<file path="src/rtl/ref_pkg.sv">
// ref_pkg: shared state encoding and parameter defaults for the refresh scheduler.
package ref_pkg;

    typedef enum logic [1:0] {IDLE, PEND, URG, GAP} state_e;

    localparam int DIV_DEF        = 250;
    localparam int URG_THRESH_DEF = 2;
    localparam int MAX_DEBT_DEF   = 7;
    localparam int IDLE_CYC_DEF   = 4;

endpackage

</file>
<file path="src/rtl/ref_timer.sv">
// ref_timer: refresh interval counter, one-cycle Tick every DIV clocks.
module ref_timer
    import ref_pkg::*;
#(
    parameter int DIV = DIV_DEF
) (
    input  logic CLK,
    input  logic nRESET,
    output logic Tick
);

    localparam logic [7:0] LOAD = 8'(DIV - 1);

    logic [7:0] cnt_q, cnt_d;

    assign Tick  = cnt_q == 8'd0;
    assign cnt_d = Tick ? LOAD : cnt_q - 8'd1;

    always_ff @(posedge CLK or negedge nRESET) begin
        if (!nRESET) cnt_q <= LOAD;
        else         cnt_q <= cnt_d;
    end

endmodule

</file>
<file path="src/rtl/ref_sched.sv">
// ref_sched: DRAM refresh scheduler tracking owed refreshes and raising RefReq/RefUrg.
// Optional `REF_IDLE_EN promotes a pending refresh to urgent after IDLE_CYC idle bus cycles.
module ref_sched
    import ref_pkg::*;
#(
    parameter int DIV        = DIV_DEF,
    parameter int URG_THRESH = URG_THRESH_DEF,
    parameter int MAX_DEBT   = MAX_DEBT_DEF,
    parameter int IDLE_CYC   = IDLE_CYC_DEF
) (
    input  logic       CLK,
    input  logic       nRESET,
    input  logic       BACT,
    input  logic       RefAck,
    output logic       RefReq,
    output logic       RefUrg,
    output logic [3:0] Debt,
    output logic       RefOvf
);

    localparam logic [3:0] MAX = 4'(MAX_DEBT);
    localparam logic [3:0] THR = 4'(URG_THRESH);

    logic       tick, ack, ack_ok, idle_hit;
    logic       ack_q, ovf_q, ovf_d;
    logic [3:0] debt_q, debt_d;
    state_e     state_q, state_d;

    ref_timer #(.DIV(DIV)) u_timer (.CLK(CLK), .nRESET(nRESET), .Tick(tick));

    assign ack    = RefAck & ~ack_q;
    assign ack_ok = ack && debt_q != 4'd0;

`ifdef REF_IDLE_EN
    logic [3:0] idle_q, idle_d;

    assign idle_d   = BACT ? 4'd0 : (idle_q == 4'd15 ? idle_q : idle_q + 4'd1);
    assign idle_hit = idle_d >= 4'(IDLE_CYC);

    always_ff @(posedge CLK or negedge nRESET) begin
        if (!nRESET) idle_q <= 4'd0;
        else         idle_q <= idle_d;
    end
`else
    logic unused_bact;

    assign unused_bact = BACT;
    assign idle_hit    = 1'b0;
`endif

    // a coincident tick and ack cancel out, so the saturation check only sees lone ticks
    always_comb begin
        debt_d = debt_q;
        ovf_d  = ovf_q;
        if (tick && !ack_ok) begin
            if (debt_q == MAX) ovf_d = 1'b1;
            else               debt_d = debt_q + 4'd1;
        end else if (!tick && ack_ok) begin
            debt_d = debt_q - 4'd1;
        end
    end

    always_comb begin
        state_d = state_q;
        unique case (state_q)
            IDLE: state_d = debt_d != 4'd0 ? PEND : IDLE;
            PEND: state_d = ack ? GAP : (debt_d >= THR || idle_hit) ? URG : PEND;
            URG:  state_d = ack ? GAP : URG;
            GAP:  state_d = debt_d == 4'd0 ? IDLE : debt_d >= THR ? URG : PEND;
        endcase
    end

    always_ff @(posedge CLK or negedge nRESET) begin
        if (!nRESET) begin
            state_q <= IDLE;
            debt_q  <= 4'd0;
            ovf_q   <= 1'b0;
            ack_q   <= 1'b0;
        end else begin
            state_q <= state_d;
            debt_q  <= debt_d;
            ovf_q   <= ovf_d;
            ack_q   <= RefAck;
        end
    end

    assign RefReq = state_q == PEND || state_q == URG;
    assign RefUrg = state_q == URG;
    assign Debt   = debt_q;
    assign RefOvf = ovf_q;

endmodule

</file>
<file path="config.mk">
export PLATFORM = sky130hd
export DESIGN_NAME = ref_sched
export DESIGN_NICKNAME = d
export VERILOG_FILES = /design/src/rtl/ref_pkg.sv /design/src/rtl/ref_timer.sv /design/src/rtl/ref_sched.sv
export SDC_FILE = /design/constraint.sdc
export NUM_CORES = 1
export LEC_CHECK = 0
export ABC_AREA = 1
export CAP_MARGIN = 40
export CORE_UTILIZATION = 59
export DETAILED_ROUTE_END_ITERATION = 7
export GPL_TIMING_DRIVEN = 0
export PLACE_DENSITY = 0.94
export REMOVE_ABC_BUFFERS = 1
export SETUP_SLACK_MARGIN = 0.5
export SKIP_CTS_REPAIR_TIMING = 1
export SYNTH_ARGS = -nofsm -noshare
export SYNTH_HDL_FRONTEND = slang
export SYNTH_SLANG_ARGS = --single-unit
</file>
<file path="constraint.sdc">
create_clock -name CLK -period 4.5 [get_ports CLK]
set_input_delay 1.125 -clock CLK [delete_from_list [all_inputs] [get_ports CLK]]
set_output_delay 1.125 -clock CLK [all_outputs]
set_load 0.01 [all_outputs]
</file>
=== Word-level counts from Yosys, hierarchy flattened ===
Cells that the tools add are included.
W data, S select, Z words.

* Add/sub/neg operators: 3
* Order comparisons: 1
* Eq/ne operators: 4
* Multiplexer cells: 10
* Bitwise operators: 2
* Reduce and logical (&&, ||, !) cells: 12

{| class="wikitable"
|+ Operators by type and width
! kind !! number
|-
| $mux W4 || 3
|-
| $logic_not A8 Y1 || 1
|-
| $mux W8 || 1
|-
| $pmux W2 S4 || 1
|-
| $reduce_bool A4 Y1 || 2
|-
| $sub A8 B1 Y8 const B || 1
|-
| $mux W2 || 3
|-
| $add A4 B1 Y4 const B || 1
|-
| $eq A2 B2 Y1 const B || 2
|-
| $eq A4 B3 Y1 const B || 1
|-
| $ge A4 B2 Y1 const B || 1
|-
| $logic_not A4 Y1 || 1
|-
| $sub A4 B1 Y4 const B || 1
|-
| $logic_and A1 B1 Y1 || 3
|-
| $eq A2 B1 Y1 const B || 1
|-
| $logic_not A1 Y1 || 2
|-
| $logic_not A2 Y1 || 1
|-
| $mux W1 || 2
|-
| $reduce_and A2 Y1 || 1
|-
| $and A1 B1 Y1 || 1
|-
| $logic_or A1 B1 Y1 || 1
|-
| $not A1 Y1 || 1
|}

* Register bits after elaboration: 16
* Input port bits: 4
* Output and inout port bits: 7
* Word-level logic and storage cells: 37

=== Longest topological paths before layout ===
Gate-level depths: netlist of the first run.

* Depth after elaboration: 10
* Mapped depth: 13
* Mapped depth without buffers: 13

=== Hierarchy ===
A second synthesis of the first run with hierarchy kept.

* Cells, all modules: 155
* Area, all modules: 1184.9 um2

{| class="wikitable"
|+ Modules (own cells, without submodules)
! module !! times used !! cells an instance !! area each (um2) !! sequential area each (um2)
|-
| ref_sched || 1 || 98 || 735.7 || 200.2
|-
| ref_timer || 1 || 57 || 449.2 || 207.7
|}

=== Worst setup path after synthesis of the first run ===
Ideal clock, no wire load.

* Path type: input -> register
* Start point: input RefAck
* End point: register state_q[1]
* Setup time: 0.124 ns
* Arrival time: 2.020 ns
* Data required time: 4.376 ns
* Slack: 2.356 ns
* Stages: 9
* Path buffers: 0
* Path through: nand2_1 inv_1 nand2_4 nor3_1 nor2_1 nor2_4 nand3_2 a21oi_1 a21oi_1

* Cells in the longest elaborated chain, start to end: 9
* Elaborated cells between the ends (all ways): 13
* Those cells by class: order compare (1); mux (6); bitwise (1); reduce/logical (5)

{| class="wikitable"
|+ RTL lines
! item !! RTL line !! text
|-
| from (decl) || ref_sched.sv:14 || <nowiki>input logic RefAck,</nowiki>
|-
| $and A1 B1 Y1 (*) || ref_sched.sv:31 || <nowiki>assign ack = RefAck & ~ack_q;</nowiki>
|-
| $logic_and A1 B1 Y1 || ref_sched.sv:32 || <nowiki>assign ack_ok = ack && debt_q != 4'd0;</nowiki>
|-
| $logic_and A1 B1 Y1 or $logic_not A1 Y1 (tied branches) || ref_sched.sv:58, ref_sched.sv:55 ||
|-
| $mux W4 or $logic_and A1 B1 Y1 (tied branches) || ref_sched.sv:58, ref_sched.sv:55 ||
|-
| $mux W4 || ref_sched.sv:55 || <nowiki>if (tick && !ack_ok) begin</nowiki>
|-
| $ge A4 B2 Y1 || ref_sched.sv:67, ref_sched.sv:69 ||
|-
| $mux W2 || ref_sched.sv:67, ref_sched.sv:69 ||
|-
| $mux W2 (on tied branches) || ref_sched.sv:69, ref_sched.sv:67 ||
|-
| $pmux W2 S4 (*) || ref_sched.sv:65 || <nowiki>unique case (state_q)</nowiki>
|-
| named net state_d[1] || ref_sched.sv:27 || <nowiki>state_e state_q, state_d;</nowiki>
|-
| to (signal assigned) || ref_sched.sv:80 || <nowiki>state_q <= state_d;</nowiki>
|-
| to (decl) || ref_sched.sv:27 ||
|}

The timed path passes the listed nets; every way through them passes the cells marked *.
A chain may end at the register's enable or synchronous reset.

=== Worst setup path after layout of the first run ===
* Start point: register state_q[0]
* End point: output RefReq

* Cells in the longest elaborated chain, start to end: 2
* Elaborated cells between the ends (all ways): 3
* Those cells by class: eq/ne (2); reduce/logical (1)

{| class="wikitable"
|+ RTL lines
! item !! RTL line !! text
|-
| $eq A2 B1 Y1 or $eq A2 B2 Y1 (tied branches) || ref_sched.sv:87 || <nowiki>assign RefReq = state_q == PEND || state_q == URG;</nowiki>
|-
| $logic_or A1 B1 Y1 (*) || ref_sched.sv:87 ||
|-
| to (decl) || ref_sched.sv:15 || <nowiki>output logic RefReq,</nowiki>
|}

Mark *: on every way between the ends. The rest lies on a longest branch, timed or not.

==> out/metrics.csv, run 1 <==
stage;metric;value;unit
floorplanning;num_io_pins;11;
detailed_routing;vias;870;
placement;post-dp-hpwl;1.53;mm
timing;tns;0;ns
placement;portBuffers;9;
clock_network;cts_inserted_buffers;3;
global_route;grt_overflow;0;
clock_network;cts_tree;built;
floorplanning;dieArea;2040;sq um
yosys;synth_top_area_share;22.8;%
critical_path;start_kind;register;
yosys;ys_async_sr_fraction;100;%
detailed_routing;dr.pass1.iters;4;
yosys;synth.most_common_cell;inv_1;
detailed_routing;drt_iter0_markers;10;
hold_path;hp-class;register to register;
detailed_routing;drt-total-wl;1.90;mm
finish;fin_util;72.1;%
clock_network;htree_levels;1;
global_route;grt.total_usage;22.6;%
finish;drive_gt1_share;22.7;%
timing;slew_violations;0;
clock_network;clock-sinks;16;
yosys;synthCells;138;
yosys;synth_area;1100;sq um
detailed_routing;drc;0;
clock_network;clkTransAtPathRegs;0.09;ns
clock_network;cts_buffer_depth;2;
detailed_routing;ant_nets;0;
global_route;grt_max_degree;17;
critical_path;critPathTopFamily;buffers and inverters;
critical_path;cp-end-kind;primary output;
yosys;postSynthAreaPerCell;7.96;sq um
global_route;antenna_found_initial;0;
critical_path;crit_required;3.38;ns
floorplanning;core_area;1730;sq um
critical_path;arrival;1.55;ns
yosys;ys_top_cells_by_area;dfrtp_1, dfstp_2, inv_1;
critical_path;crit_buf_inv;2;
clock_network;clock_latency;0.29;ns
critical_path;crit_chain;inv_1, ha_1, clkdlybuf4s50_1;
power;power_density;506;nW/um^2
placement;place_area;1210;sq um
job;maxCapViolCount;0;
floorplanning;rows;15;
placement;gp_congestion;0.819;
global_route;grt_first_pass_wirelength;3.26;mm
yosys;yosys_warnings;0;
timing;slew_headroom;54.0;%
placement;placed_cells;171;
power;fin_total_pwr;629;uW
timing;fmax;374;MHz
global_route;grt_pass1_vias;804;
timing;fin_crit_sh;59.4;%
finish;stdcell_area;1240;sq um
timing;finalHoldViolations;0;
floorplanning;die_w;45.2;microns
critical_path;crit_type;register to primary output;
floorplanning;die_h;45.2;microns
timing;tightest_slew;0.688;ns
yosys;synth_edf_count;0;
finish;stdcell_count;175;
finish;areaGrowthSynthToFinish;13.3;%
floorplanning;start_util;63.6;%
critical_path;critPathSlowestCell;clkdlybuf4s50_1;
hold_path;min_from;u_timer.cnt_q[0];
yosys;synth_cell_type_count;25;
yosys;synth_seq_cells;16;
yosys;netlist_top_cells_count;inv_1, nand2_1, nor2_1;
yosys;synth_top_cell_by_area;dfrtp_1;
detailed_routing;wl_per_cell;10.9;microns
clock_network;root_buffer;clkbuf_4;
critical_path;worstPathMaxFanout;3;
timing;skew;0.00683;ns
finish;nets;162;
outcome;outcome;complete, no violations;
power;ir_drop;401;uV
power;p_leak;0.000657;uW
timing;layout_min_cycle_time;2.67;ns
yosys;synth_ff_type;dfrtp_1;
critical_path;crit_path_start;state_q[0];
critical_path;r2r_start;u_timer.cnt_q[0];
finish;n_antenna_cell;0;
critical_path;cpPeakStageDelay;0.53;ns
detailed_routing;via_per_inst;4.97;
timing;finalSetupViolCount;0;
timing;rsz0062_at_grt;no;
yosys;yosysSeqAreaShare;37.1;%
[per-stage QoR]
step | setup WS (ns) | hold slack (ns)
after global placement | 1.74 | 0.438
after CTS | 1.81 | 0.472
after floorplan | 2.36 | 0.429
final | 1.83 | 0.467
after global routing | 1.77 | 0.482
after detailed placement | 1.71 | 0.449
[kinds of logic after synthesis]
family,after synthesis,synth area share (%)
XOR/XNOR,2,1.59
adder cells (fa/ha/maj),7,7.97
AND/OR/NAND/NOR,69,33.3
buffers and inverters,29,10.6
AO/OA/AOI/OAI,15,9.45
flip-flops,16,37.1
[final cells by class]
cell class	count	area [sq um]
Multi-Input combinational cell	93	574
Inverter	28	105
Sequential cell	16	408
Timing Repair Buffer	9	90.1
Clock buffer	4	36.3
Fill cell	147	482
Tap cell	25	31.3
[routing by layer]
layer,global-route usage (%),vias to the layer above,part of all wire (%)
met3,4.80,5,2.2
met5,0,-,0
met1,27.0,405,46
li1,-,450,-
met2,38.3,10,50
met4,10.9,0,2.3
[worst paths after layout]
kind | to | slack (ns) | depth (start not counted)
max in group asynchronous | u_timer.cnt_q[2] | 2.82 | 1
min in group asynchronous | RefOvf | 1.24 | 1
worst min register to register | u_timer.cnt_q[0] | 0.47 | 1
worst max register to register | state_q[1] | 2.57 | 12
worst min-delay path | u_timer.cnt_q[0] | 0.47 | 1
worst max-delay path | RefReq | 1.83 | 3
[sequential cells by signal (all words and copies together), names as in the netlist]
| register | cells |
|---|---|
| state_q | 2 |
| u_timer.cnt_q | 8 |
| Debt | 4 |
| ack_q | 1 |
| RefOvf | 1 |
[power breakdown]
part           switching [uW]  internal (uW)  leakage (uW)
registers                44.6            171      0.000189
logic                     173            145      0.000447
clock network            46.9           49.3     0.0000210
total                     264            365      0.000657
[layout by cell type, fill, tap and decap left out]
| master | synthesis | layout |
|---|---|---|
| a21boi_2 | 2 | 2 |
| o21bai_1 | 1 | 1 |
| dfstp_2 | 6 | 6 |
| inv_1 | 26 | 26 |
| a21oi_1 | 4 | 4 |
| nor2_1 | 14 | 14 |
| nand2_1 | 23 | 23 |
| o21ai_0 | 4 | 4 |
| clkbuf_4 | 0 | 3 |
| nor2_4 | 3 | 3 |
| a21oi_2 | 2 | 2 |
| nor3_1 | 2 | 2 |
| clkbuf_8 | 0 | 1 |
| clkdlybuf4s50_1 | 0 | 9 |
| o21ai_2 | 1 | 1 |
| o211ai_1 | 1 | 1 |
| nand2_4 | 2 | 2 |
| inv_2 | 2 | 2 |
| nand4_1 | 2 | 2 |
| nand2_2 | 6 | 6 |
| ha_1 | 7 | 7 |
| nand3_1 | 11 | 11 |
| nor2_2 | 4 | 4 |
| xor2_1 | 2 | 2 |
| nor2_8 | 1 | 1 |
| nand3_2 | 1 | 1 |
| dfrtp_1 | 10 | 10 |
No activity file was read; power rests on OpenSTA's default activity.
==> run 2, diff against run 1 <==
CORE_UTILIZATION = 50   (was 59)
PLACE_DENSITY = 0.86   (was 0.94)
clock period = 2.36 ns   (was 4.5 ns; I/O delays follow)
==> run 2 against run 1 <==
  * Critical path depth decreased by 2
  * Clock-buffer cell count did not move
  * Global-route usage is 2.5 points lower
  * Sequential share of layout area shrank 4.0 points
  * Non-clock buffer count up 15
  * Clock skew is 0.0061 ns higher
  * Core utilization down 1.2 points
  * Final cell count rose by 9.7%
  * Sequential power up 87%
  * Setup slack got worse by 1.3 ns
  * Routed wire length rose by 50%
  * Critical path type unchanged
  * Largest cell class unchanged
==> out/metrics.csv, run 2 (synthesis results as in run 1) <==
stage;metric;value;unit;change
outcome;outcome;complete, no violations;;
finish;nets;177;;+9.3%
critical_path;crit_buf_inv;1;;-1
timing;skew;0.0129;ns;+0.00606 ns
critical_path;crit_type;register to primary output;;
finish;layout.cells.most_common;inv_1;;
clock_network;clkTransAtPathRegs;0.11;ns;+0.02 ns
critical_path;start_kind;register;;
floorplanning;rows;16;;+1
finish;stdcell_area;1430;sq um;+15%
floorplanning;num_io_pins;11;;unchanged
critical_path;arrival;1.26;ns;-0.29 ns
hold_path;min_from;RefAck;;
floorplanning;core_area;2020;sq um;+17%
detailed_routing;drt-total-wl;2.85;mm;+50%
detailed_routing;wl_met3;124;microns;+200%
placement;post-dp-hpwl;1.57;mm;+3.2%
finish;regMostFlops;u_timer.cnt_q;;
power;power_density;968;nW/um^2;+92%
detailed_routing;wl_met1;1.13;mm;+30%
global_route;grt_max_degree;17;;unchanged
critical_path;cp-end-kind;primary output;;
detailed_routing;vias;1037;;+19%
detailed_routing;ant_nets;0;;unchanged
hold_path;hp-class;input pin to register;;
global_route;antenna_found_initial;0;;unchanged
detailed_routing;drc;0;;unchanged
detailed_routing;drt_iter0_markers;22;;+12
clock_network;root_buffer;clkbuf_4;;
clock_network;htree_levels;1;;unchanged
placement;portBuffers;9;;unchanged
floorplanning;die_h;48.9;microns;+8.3%
power;ir_drop;752;uV;+87%
finish;drive_gt1_share;37.6;%;+15 points
timing;slew_headroom;49.3;%;-4.7 points
finish;areaGrowthSynthToFinish;30.5;%;
finish;n_antenna_cell;0;;unchanged
critical_path;r2r_start;u_timer.cnt_q[0];;
timing;fmax;540;MHz;
floorplanning;dieArea;2390;sq um;+17%
floorplanning;start_util;54.3;%;-9.3 points
timing;tightest_slew;0.759;ns;+0.0708 ns
critical_path;r2r_end;state_q[1];;
placement;gp_congestion;0.805;;-1.7%
global_route;grt_pass1_vias;877;;+9.1%
detailed_routing;wl_per_cell;14.9;microns;+37%
timing;tns;0;ns;unchanged
job;maxCapViolCount;0;;unchanged
global_route;grt_first_pass_wirelength;3.59;mm;+10%
clock_network;clock-sinks;16;;unchanged
timing;finalHoldViolations;0;;unchanged
floorplanning;die_w;48.9;microns;+8.3%
placement;place_area;1210;sq um;+0.21%
power;p_leak;0.000804;uW;+22%
critical_path;critPathSlowestCell;clkdlybuf4s50_1;;
detailed_routing;via_per_inst;5.40;;+8.6%
timing;layout_min_cycle_time;1.85;ns;
critical_path;crit_chain;clkdlybuf4s50_1;;
clock_network;cts_tree;built;;
timing;finalSetupViolCount;0;;unchanged
critical_path;reg2reg_slack;0.53;ns;-2.04 ns
clock_network;cts_buffer_depth;2;;unchanged
detailed_routing;dr.pass1.iters;4;;unchanged
finish;largest_reg_flops;8;;unchanged
timing;hold_ws;0.457;ns;-0.00938 ns
critical_path;worstPathMaxFanout;4;;+1
clock_network;clock_latency;0.30;ns;about the same
critical_path;ff2ff_path_depth;12;;unchanged
global_route;grt_overflow;0;;unchanged
global_route;grt.total_usage;20.0;%;-2.5 points
detailed_routing;route.met2.wl;1.53;mm;+61%
critical_path;crit_required;1.77;ns;-1.61 ns
finish;layout_common_cells;inv_1, nand2_1, buf_4;;
timing;slew_violations;0;;unchanged
detailed_routing;top_layer_used;met4;;
critical_path;critPathTopFamily;buffers and inverters;;
critical_path;cpPeakStageDelay;0.55;ns;+0.02 ns
timing;fin_crit_sh;78.5;%;
timing;rsz0062_at_grt;yes;;
hold_path;min_to;ack_q;;
hold_path;whs_path_depth;1;;unchanged
clock_network;cts_inserted_buffers;3;;unchanged
-- run 2: cell types whose count changed in the layout (fill, tap and decap cells not counted), moves of 2 or more --
cell and change:
buf_4 +15, clkdlybuf4s50_1 -6, dfrtp_1 -4, dfrtp_2 +4
dlymetal6s2s_1 +6, ha_1 -2, ha_4 +2, inv_1 -2
inv_2 +2, nand2_1 -2
-- run 2: cell type report --
class	count	area, sq um
Timing Repair Buffer	24	218
Inverter	28	105
Sequential cell	16	413
Tap cell	27	33.8
Clock buffer	4	36.3
Multi-Input combinational cell	93	628
Fill cell	128	588
-- run 2: worst reg2reg max path: stages, from the launching register on --
cell and delay (ns):
dfstp_2 0.55, inv_1 0.08, ha_4 0.19, inv_2 0.06
nor2_1 0.05, nand2_2 0.12, nand3_1 0.11, nand2_1 0.09
nor2_1 0.06, nor2_4 0.12, nand3_4 0.11, a21oi_2 0.12
a21oi_1 0.07
-- run 2: metal layers --
metal  vias to the layer above  GRT usage (%)
li1                        479              -
met1                       518           23.0
met2                        31           34.0
met3                         9           3.74
met4                         0           12.7
met5                         -              0
-- run 2: power by group --
group | internal, uW | total, uW | switching (uW) | leakage, uW
Combinational | 362 | 796 | 434 | 0.000598
Clock | 94.1 | 190 | 95.9 | 0.0000210
Sequential | 332 | 402 | 70.5 | 0.000184
-- run 2: worst max path at each step --
stage	cells past startpoint	endpoint	slack [ns]	start
4_1_cts	3	RefReq	0.18	state_q[0]
3_5_place_dp	10	state_q[1]	0.07	RefAck
5_1_grt	12	state_q[1]	0.38	u_timer.cnt_q[0]
2_1_floorplan	12	state_q[1]	0.61	u_timer.cnt_q[0]
6_report	1	Debt[2]	0.51	Debt[2]
3_3_place_gp	12	state_q[1]	0.13	RefAck
-- run 2: metrics by stage --
stage	util (%)	power [uW]	instances	setup slack (ns)
CTS	61.7	1200	177	0.176
floorplan	-	820	137	0.615
finish	70.9	1390	192	0.507
detailed placement	59.9	1010	173	0.0710
global route	70.9	1480	192	0.375
global placement	59.9	982	173	0.133
==> run 3, diff against run 2 <==
clock period = 1.5 ns   (was 2.36 ns; I/O delays follow)
==> run 3 against run 2 <==
  * The flow now finishes with violations (negative setup slack)
  * Worst hold slack got worse by 0.35 ns
  * Critical path depth up 11
  * Core utilization increased by 6.1 points
  * Total power rose by 69%
  * Sequential power is 58% higher
  * Non-clock buffer count is 5 higher
  * Die area is the same
  * Combinational power is 76% higher
  * Sequential share of layout area shrank 2.3 points
  * Clock-buffer cell count did not move
==> out/metrics.csv, run 3 (synthesis results as in run 1) <==
stage;metric;value;unit;change
detailed_routing;drt-total-wl;3.17;mm;+11%
timing;layout_min_cycle_time;1.83;ns;
floorplanning;core_area;2020;sq um;unchanged
finish;nets;182;;+2.8%
timing;finalHoldViolations;0;;unchanged
critical_path;arrival;2.04;ns;+0.78 ns
clock_network;clock-sinks;16;;unchanged
timing;slew_violations;0;;unchanged
clock_network;root_buffer;clkbuf_4;;
clock_network;clock_latency;0.30;ns;about the same
critical_path;crit_type;register to register;;
global_route;grt_first_pass_wirelength;3.59;mm;unchanged
detailed_routing;via_per_inst;5.61;;+3.9%
detailed_routing;drc;0;;unchanged
floorplanning;rows;16;;unchanged
global_route;antenna_found_initial;0;;unchanged
critical_path;start_kind;register;;
critical_path;cpPeakStageDelay;0.57;ns;+0.02 ns
critical_path;crit_chain;inv_2, ha_4, inv_4, nor2_4, nand2_4, nand2_2, nor2_2, nor2_2, nor2_4, nand3_4, a21oi_2, a21oi_1;;
critical_path;cp-end-kind;register;;
power;ir_drop;1160;uV;+54%
detailed_routing;ant_nets;0;;unchanged
clock_network;cts_tree;built;;
finish;areaGrowthSynthToFinish;41.7;%;
detailed_routing;wl_met3;156;microns;+26%
floorplanning;die_h;48.9;microns;unchanged
timing;hold_ws;0.104;ns;-0.354 ns
finish;drive_gt1_share;57.6;%;+20 points
clock_network;htree_levels;1;;unchanged
power;power_density;1500;nW/um^2;+55%
detailed_routing;drt_iter0_markers;37;;+68%
global_route;grt_overflow;0;;unchanged
clock_network;clkTransAtPathRegs;0.12;ns;about the same
job;maxCapViolCount;0;;unchanged
clock_network;cts_inserted_buffers;3;;unchanged
clock_network;cts_buffer_depth;2;;unchanged
critical_path;crit_required;1.71;ns;-0.06 ns
timing;final.setup.worst_slack;-0.332;ns;-0.838 ns
finish;regMostFlops;u_timer.cnt_q;;
detailed_routing;dr.pass1.iters;5;;+1
hold_path;hp-class;input pin to async pin;;
placement;portBuffers;9;;unchanged
timing;slew_headroom;50.8;%;+1.5 points
timing;fin_crit_sh;122;%;
finish;stdcell_count;197;;+2.6%
detailed_routing;vias;1105;;+6.6%
floorplanning;dieArea;2390;sq um;unchanged
placement;post-dp-hpwl;1.57;mm;unchanged
finish;n_antenna_cell;0;;unchanged
global_route;grt_pass1_vias;877;;unchanged
floorplanning;start_util;54.3;%;unchanged
timing;rsz0062_at_grt;yes;;
detailed_routing;route.met2.wl;1.56;mm;+2.5%
detailed_routing;wl_met1;1.30;mm;+15%
global_route;grt.total_usage;20.0;%;unchanged
timing;finalSetupViolCount;8;;+8
global_route;grt_max_degree;17;;unchanged
critical_path;worstPathMaxFanout;5;;+1
power;p_leak;0.000820;uW;+2.1%
finish;layout_common_cells;inv_1, buf_4, nand2_2, nand2_1, inv_2;;
timing;fmax;546;MHz;
critical_path;critPathSlowestCell;dfstp_2;;
placement;pre_cts_slack;-0.574;ns;-0.645 ns
detailed_routing;top_layer_used;met4;;
placement;gp_congestion;0.805;;unchanged
outcome;violations;negative setup slack;;
placement;placed_cells;173;;unchanged
timing;tightest_slew;0.737;ns;-0.0211 ns
floorplanning;die_w;48.9;microns;unchanged
detailed_routing;wl_per_cell;16.1;microns;+8.2%
outcome;outcome;complete, but fails checks;;
finish;largest_reg_flops;8;;unchanged
timing;skew;0.0163;ns;+0.00337 ns
floorplanning;num_io_pins;11;;unchanged
power;fin_total_pwr;2340;uW;+69%
finish;num-fill-cells;123;;-3.9%
critical_path;reg2reg_slack;-0.33;ns;-0.86 ns
[run 3: changes by cell type in the layout (fill, tap and decap cells not counted), sizes merged]
| cell | delta |
|---|---|
| buf | +8 |
| clkbuf | +2 |
| clkdlybuf4s50 | -1 |
| dlymetal6s2s | -4 |
[run 3: power by group]
part | switching [uW] | internal, uW | leakage [uW]
sequential | 116 | 520 | 0.000185
combinational | 745 | 653 | 0.000614
clock | 160 | 148 | 0.0000210
[run 3: worst max-delay path, delay by kind of cell, from the launching register on]
family	cells	cell delay, ns
and+or+nand+nor	7	0.67
buffers and inverters	2	0.12
adders and majority gates	1	0.18
AOI/OAI and AO/OA	2	0.20
DFF	1	0.57
[run 3: through the flow]
step           setup TNS (ns)  cell area, sq um  utilization (%)
3_3_place_gp            -2.00              1210             59.9
2_1_floorplan          -0.449              1090                -
4_1_cts                 -3.13              1250             61.7
6_report                -1.24              1560             77.0
3_5_place_dp            -2.37              1210             59.9
5_1_grt                 -1.82              1560             77.0
[run 3: area by class of cell]
| cell class | count | area (sq um) | share of cell area, % |
|---|---|---|---|
| clock buffers | 4 | 36.3 | 2.33 |
| inverters | 28 | 110 | 7.07 |
| multi-input cells | 93 | 713 | 45.8 |
| flip-flops and latches | 16 | 412 | 26.4 |
| well taps | 27 | 33.8 | 2.17 |
| repair buffers | 29 | 251 | 16.2 |
[run 3: path summary, 6_finish.rpt]
path	startpoint	endpoint	depth (start not counted)
max	u_timer.cnt_q[0]	state_q[1]	12
min	nRESET	Debt[2]	1
max reg2reg	u_timer.cnt_q[0]	state_q[1]	12
min reg2reg	RefOvf	RefOvf	1
max in group asynchronous	nRESET	Debt[0]	1
min in group CLK	RefOvf	RefOvf	1
[run 3: routing by layer]
layer  track usage (%)  vias to the layer above
met3              3.74                       20
li1                  -                      489
met2              34.0                       62
met5                 0                        -
met1              23.0                      534
met4              12.7                        0
==> patch 1: new RTL, settings of run 3 <==
Add a define of `REF_IDLE_EN`.
--- a/src/rtl/ref_sched.sv
+++ b/src/rtl/ref_sched.sv
@@ -1,5 +1,7 @@
 // ref_sched: DRAM refresh scheduler tracking owed refreshes and raising RefReq/RefUrg.
 // Optional `REF_IDLE_EN promotes a pending refresh to urgent after IDLE_CYC idle bus cycles.
+`define REF_IDLE_EN
+
 module ref_sched
     import ref_pkg::*;
 #(
Function: no difference found for any inputs over 10 cycles, from zero or initial values and one cycle with nRESET low; that may be too few to reach the edited logic, so the function may still have changed.
==> patch 1 against run 3 <==
- the run still ends with setup timing left
- clock power shrank 18%
- sequential cell count rose by 4
- fmax increased by 0.49%
- total power rose by 0.55%
- critical path type unchanged
- global-route usage up 0.54 points
- worst setup slack gained 0.0089 ns
- final cell count is 13% higher
- sequential power increased by 19%
- combinational power down 4%
- via count grew 7.0%
- wire length is 0.19% lower
- final area up 17%
- synthesized area up 18%
==> patch 1: results (changes against run 3) <==
----------------------------------------------------
[Global routing]
  Global routing met2 resource utilization ... 39.45% (+5.4 points)
  Met1 routing resource usage after global routing ... 21.39% (-1.7 points)
  Number of global-route vias before repair ... 1,021 (+16%)
  Global routing usage on met3 ... 2.586% (-1.2 points)
  Tot GR Track Use ... 20.57% (+0.54 points)
  Wire length of the first global-routing pass ... 4.098 mm (+14%)

[Place]
  PortBufs ... 10 (+1)
  RePlAce Congestion ... 0.7985 (-0.77%)
  Number of placed cells counting well taps ... 200 (+16%)
  Minimum setup slack after placement ... -0.5857 ns (-0.01173 ns)

[Power and ir drop]
  VDD IR-drop max ... 0.001322 V (+14%)
  Leakage power ... 0.0009018 uW (+9.9%)

[Setup path]
  Largest driver fanout on the critical path ... 6 (+1)
  Depth of the worst register-to-register path ... 13 (+1)
  Capture point of the critical path ... state_q[0]
  Endpoint of the worst-slack reg-to-reg timing path ... state_q[0]

[Finish]
  Net count reported at finish ... 207 (+14%)
  Layout filler cell count ... 184 (+50%)

[Yosys]
  Sequential area share after synthesis ... 39.08% (+1.9 points)
  Top cells by count, synth ... 31 x sky130_fd_sc_hd__inv_1, 26 x sky130_fd_sc_hd__nand2_1, 19 x sky130_fd_sc_hd__nand3_1
  Leading post-synthesis cells by cell area ... sky130_fd_sc_hd__dfrtp_1 27%, sky130_fd_sc_hd__dfstp_2 12%, sky130_fd_sc_hd__inv_1 9.0%

[Timing]
  Setup Viol. Count Final ... 6 (-2)
  Worst hold margin ... 0.3211 ns (+0.2175 ns)
  Worst slew slack as a fraction of its limit ... 77.96% (+27 points)
  Sum of negative setup slack ... -0.8145 ns (+0.4280 ns)
  Crit path setup slack, layout ... -0.3228 ns (+0.008905 ns)

[Routing]
  Met3 wire len ... 56 um (-64%)
  Detailed-route wire length ... 3.160 mm (-0.19%)
  First drt pass iteration count ... 4 (-1)
  Amount of wire on met2 after detailed routing ... 1.809 mm (+16%)
  Drt first-iter violations ... 11 (-70%)

[Outcome]
  Violations in the final reports ... setup timing
  Outcome ... complete, but fails checks

----------------------------------------------------
patch 1: power by group through the flow:
stage	clock, uW	sequential (uW)	combinational (uW)
6_report	253	756	1350
5_1_grt	283	762	1470
4_1_cts	263	749	925
3_5_place_dp	0	760	919
3_3_place_gp	0	749	865
2_1_floorplan	0	759	602
patch 1: final cells by class:
class                      count  area [um^2]  area share [%]
multi-input combinational    106        844.6           46.55
sequential                    20        511.7           28.21
timing repair buffer          30        270.3           14.90
inverter                      33        127.6           7.034
tap                           30        37.54           2.069
clock buffer                   3        22.52           1.241
patch 1: cells by family after synthesis:
family	count (synthesis)	share of synthesized area [%]
adder cells (fa/ha/maj)	9	8.662
buffers and inverters	34	10.49
AND/OR/NAND/NOR	75	32.63
AO/OA/AOI/OAI	22	9.143
flip-flops	20	39.08
patch 1: critical path: cells and delay by family (launching register included):
kind | cells | cell delay, ns
adders and majority gates | 1 | 0.15
AOI/OAI and AO/OA | 1 | 0.13
and+or+nand+nor | 10 | 0.85
DFF | 1 | 0.57
buffers and inverters | 1 | 0.04
==> patch 2: new RTL, flow settings as in run 3 <==
Made on the original files. Register the output `RefOvf` once more; this adds one clock of latency there. The other outputs are not delayed to match.
--- a/src/rtl/ref_sched.sv
+++ b/src/rtl/ref_sched.sv
@@ -87,7 +87,9 @@
     assign RefReq = state_q == PEND || state_q == URG;
     assign RefUrg = state_q == URG;
     assign Debt   = debt_q;
-    assign RefOvf = ovf_q;
+    always_ff @(posedge CLK) begin
+        RefOvf <= ovf_q;
+    end
 
 endmodule
 
Behaviour: same outputs for any inputs over 10 cycles, from zero or initial values and one cycle with nRESET low; that may be too few to reach the edited logic, so the function may still have changed.
==> patch 2 against run 3 <==
- the flow still finishes with violations (setup timing)
- total power grew 8.3%
- utilization shrank 1.7 points
- wire length shrank 6.1%
- synthesized area grew 1.8%
- highest routed layer unchanged
- fmax shrank 1.2%
- worst setup slack lost 0.022 ns
- sequential cell count grew 1
- clock skew shrank 0.012 ns
- clock power shrank 17%
- synthesized cell count grew 0.72%
- final area shrank 1.2%
==> patch 2: results (changes against run 3) <==
----------------------------------------------------
[Outcome]
  Outcome ... complete, but fails checks
  Violations in the final reports ... setup timing

[Yosys]
  Leading post-synthesis cells by cell area ... sky130_fd_sc_hd__dfrtp_1 22%, sky130_fd_sc_hd__dfstp_2 14%, sky130_fd_sc_hd__inv_1 8.7%
  Count of distinct cell types in the synthesized netlist ... 26 (+4.0%)
  Parity-gate share of the synthesized area counting xor and xnor cells ... 1.566% (-0.029 points)
  Adder-cell share of the synthesized area ... 7.830% (-0.14 points)
  Area fraction in compound gates after synthesis ... 9.284% (-0.17 points)
  Sequential area share after synthesis ... 38.26% (+1.1 points)
  FFs w/ async S/R, synth ... 94.12% (-5.9 points)

[Power and ir drop]
  Leakage power ... 0.0007792 uW (-5.0%)
  VDD IR-drop max ... 0.001252 V (+7.9%)
  Proportion of power drawn by flip-flops and latches ... 26.5% (-0.6 points)
  Power in combinational cells ... 1610 uW (+15%)
  Net switching power ... 1089 uW (+6.7%)

[Timing]
  Clk_skew ... 0.004483 ns (-0.01178 ns)
  Crit path setup slack, layout ... -0.3539 ns (-0.02222 ns)
  Actual transition at the worst max-transition pin ... 0.7506 ns (+0.01310 ns)
  Setup Viol. Count Final ... 9 (+1)

[Setup path]
  Worst path slowest cell ... sky130_fd_sc_hd__dfrtp_2
  Launch instance of the worst register-to-register path ... Debt[0]
  Critical path's largest stage delay ... 0.47 ns (-0.10 ns)
  Top delay family on crit path ... simple AND/OR/NAND/NOR gates
  Largest driver fanout on the critical path ... 6 (+1)

[Global routing]
  Global routing met2 resource utilization ... 37.67% (+3.6 points)
  Wire length of the first global-routing pass ... 3.615 mm (+0.58%)
  Global routing usage on met3 ... 3.115% (-0.62 points)
  Number of global-route vias before repair ... 901 (+2.7%)
  Tot GR Track Use ... 19.85% (-0.17 points)
  Met1 routing resource usage after global routing ... 19.96% (-3.1 points)

[Routing]
  First drt pass iteration count ... 4 (-1)
  WL met1 ... 1.117 mm (-14%)
  Amount of wire on met2 after detailed routing ... 1.601 mm (+2.4%)
  Met3 wire len ... 119 um (-24%)
  Total via count after detailed routing ... 1,032 (-6.6%)
  Drt first-iter violations ... 18 (-51%)
  Post-DR wirelength/cell ... 15.10 um (-6.1%)

[Finish]
  Antenna diodes ... 0 (unchanged)
  Proportion of layout cells with a drive suffix above 1 ... 54.12% (-3.5 points)
  Layout filler cell count ... 134 (+8.9%)

[Place]
  DP HPWL ... 1.595 mm (+1.3%)
  Cell Area, Placed ... 1231 um^2 (+1.7%)
  RePlAce Congestion ... 0.8611 (+7.0%)
  Minimum setup slack after placement ... -0.5568 ns (+0.01722 ns)

[Clock network]
  TritonCTS Buffers ... 3 (unchanged)
  Clock slew at the register clock pins of the worst setup and hold paths ... 0.10 ns (-0.02 ns)
  Buffer depth of the longest clock path ... 2 (unchanged)

----------------------------------------------------
-- patch 2: cell count changes after synthesis, sizes merged --
| cell | delta |
|---|---|
| dfxtp | +1 |
-- patch 2: through the flow --
stage | setup TNS (ns) | power [uW] | instances
finish | -1.313 | 2535 | 197
floorplan | -0.4493 | 1317 | 138
global route | -2.033 | 2702 | 197
global placement | -2.084 | 1576 | 174
detailed placement | -2.342 | 1637 | 174
CTS | -3.091 | 1886 | 178
-- patch 2: layout make-up --
type,instances,area [um^2],share of cell area [%]
multi-input combinational,93,696.9,45.32
sequential,17,431.7,28.07
timing repair buffer,28,239.0,15.54
inverter,28,110.1,7.160
tap,27,33.78,2.197
clock buffer,4,26.28,1.709
-- patch 2: final timing paths --
path / depth (start not counted) / to / slack, ns
max in group asynchronous: 1 / Debt[2] / 0.86
min in group CLK: 0 / RefOvf / 0.39
max reg2reg: 9 / state_q[1] / -0.35
min: 1 / ovf_q / 0.12
min reg2reg: 0 / RefOvf / 0.39
max: 9 / state_q[1] / -0.35
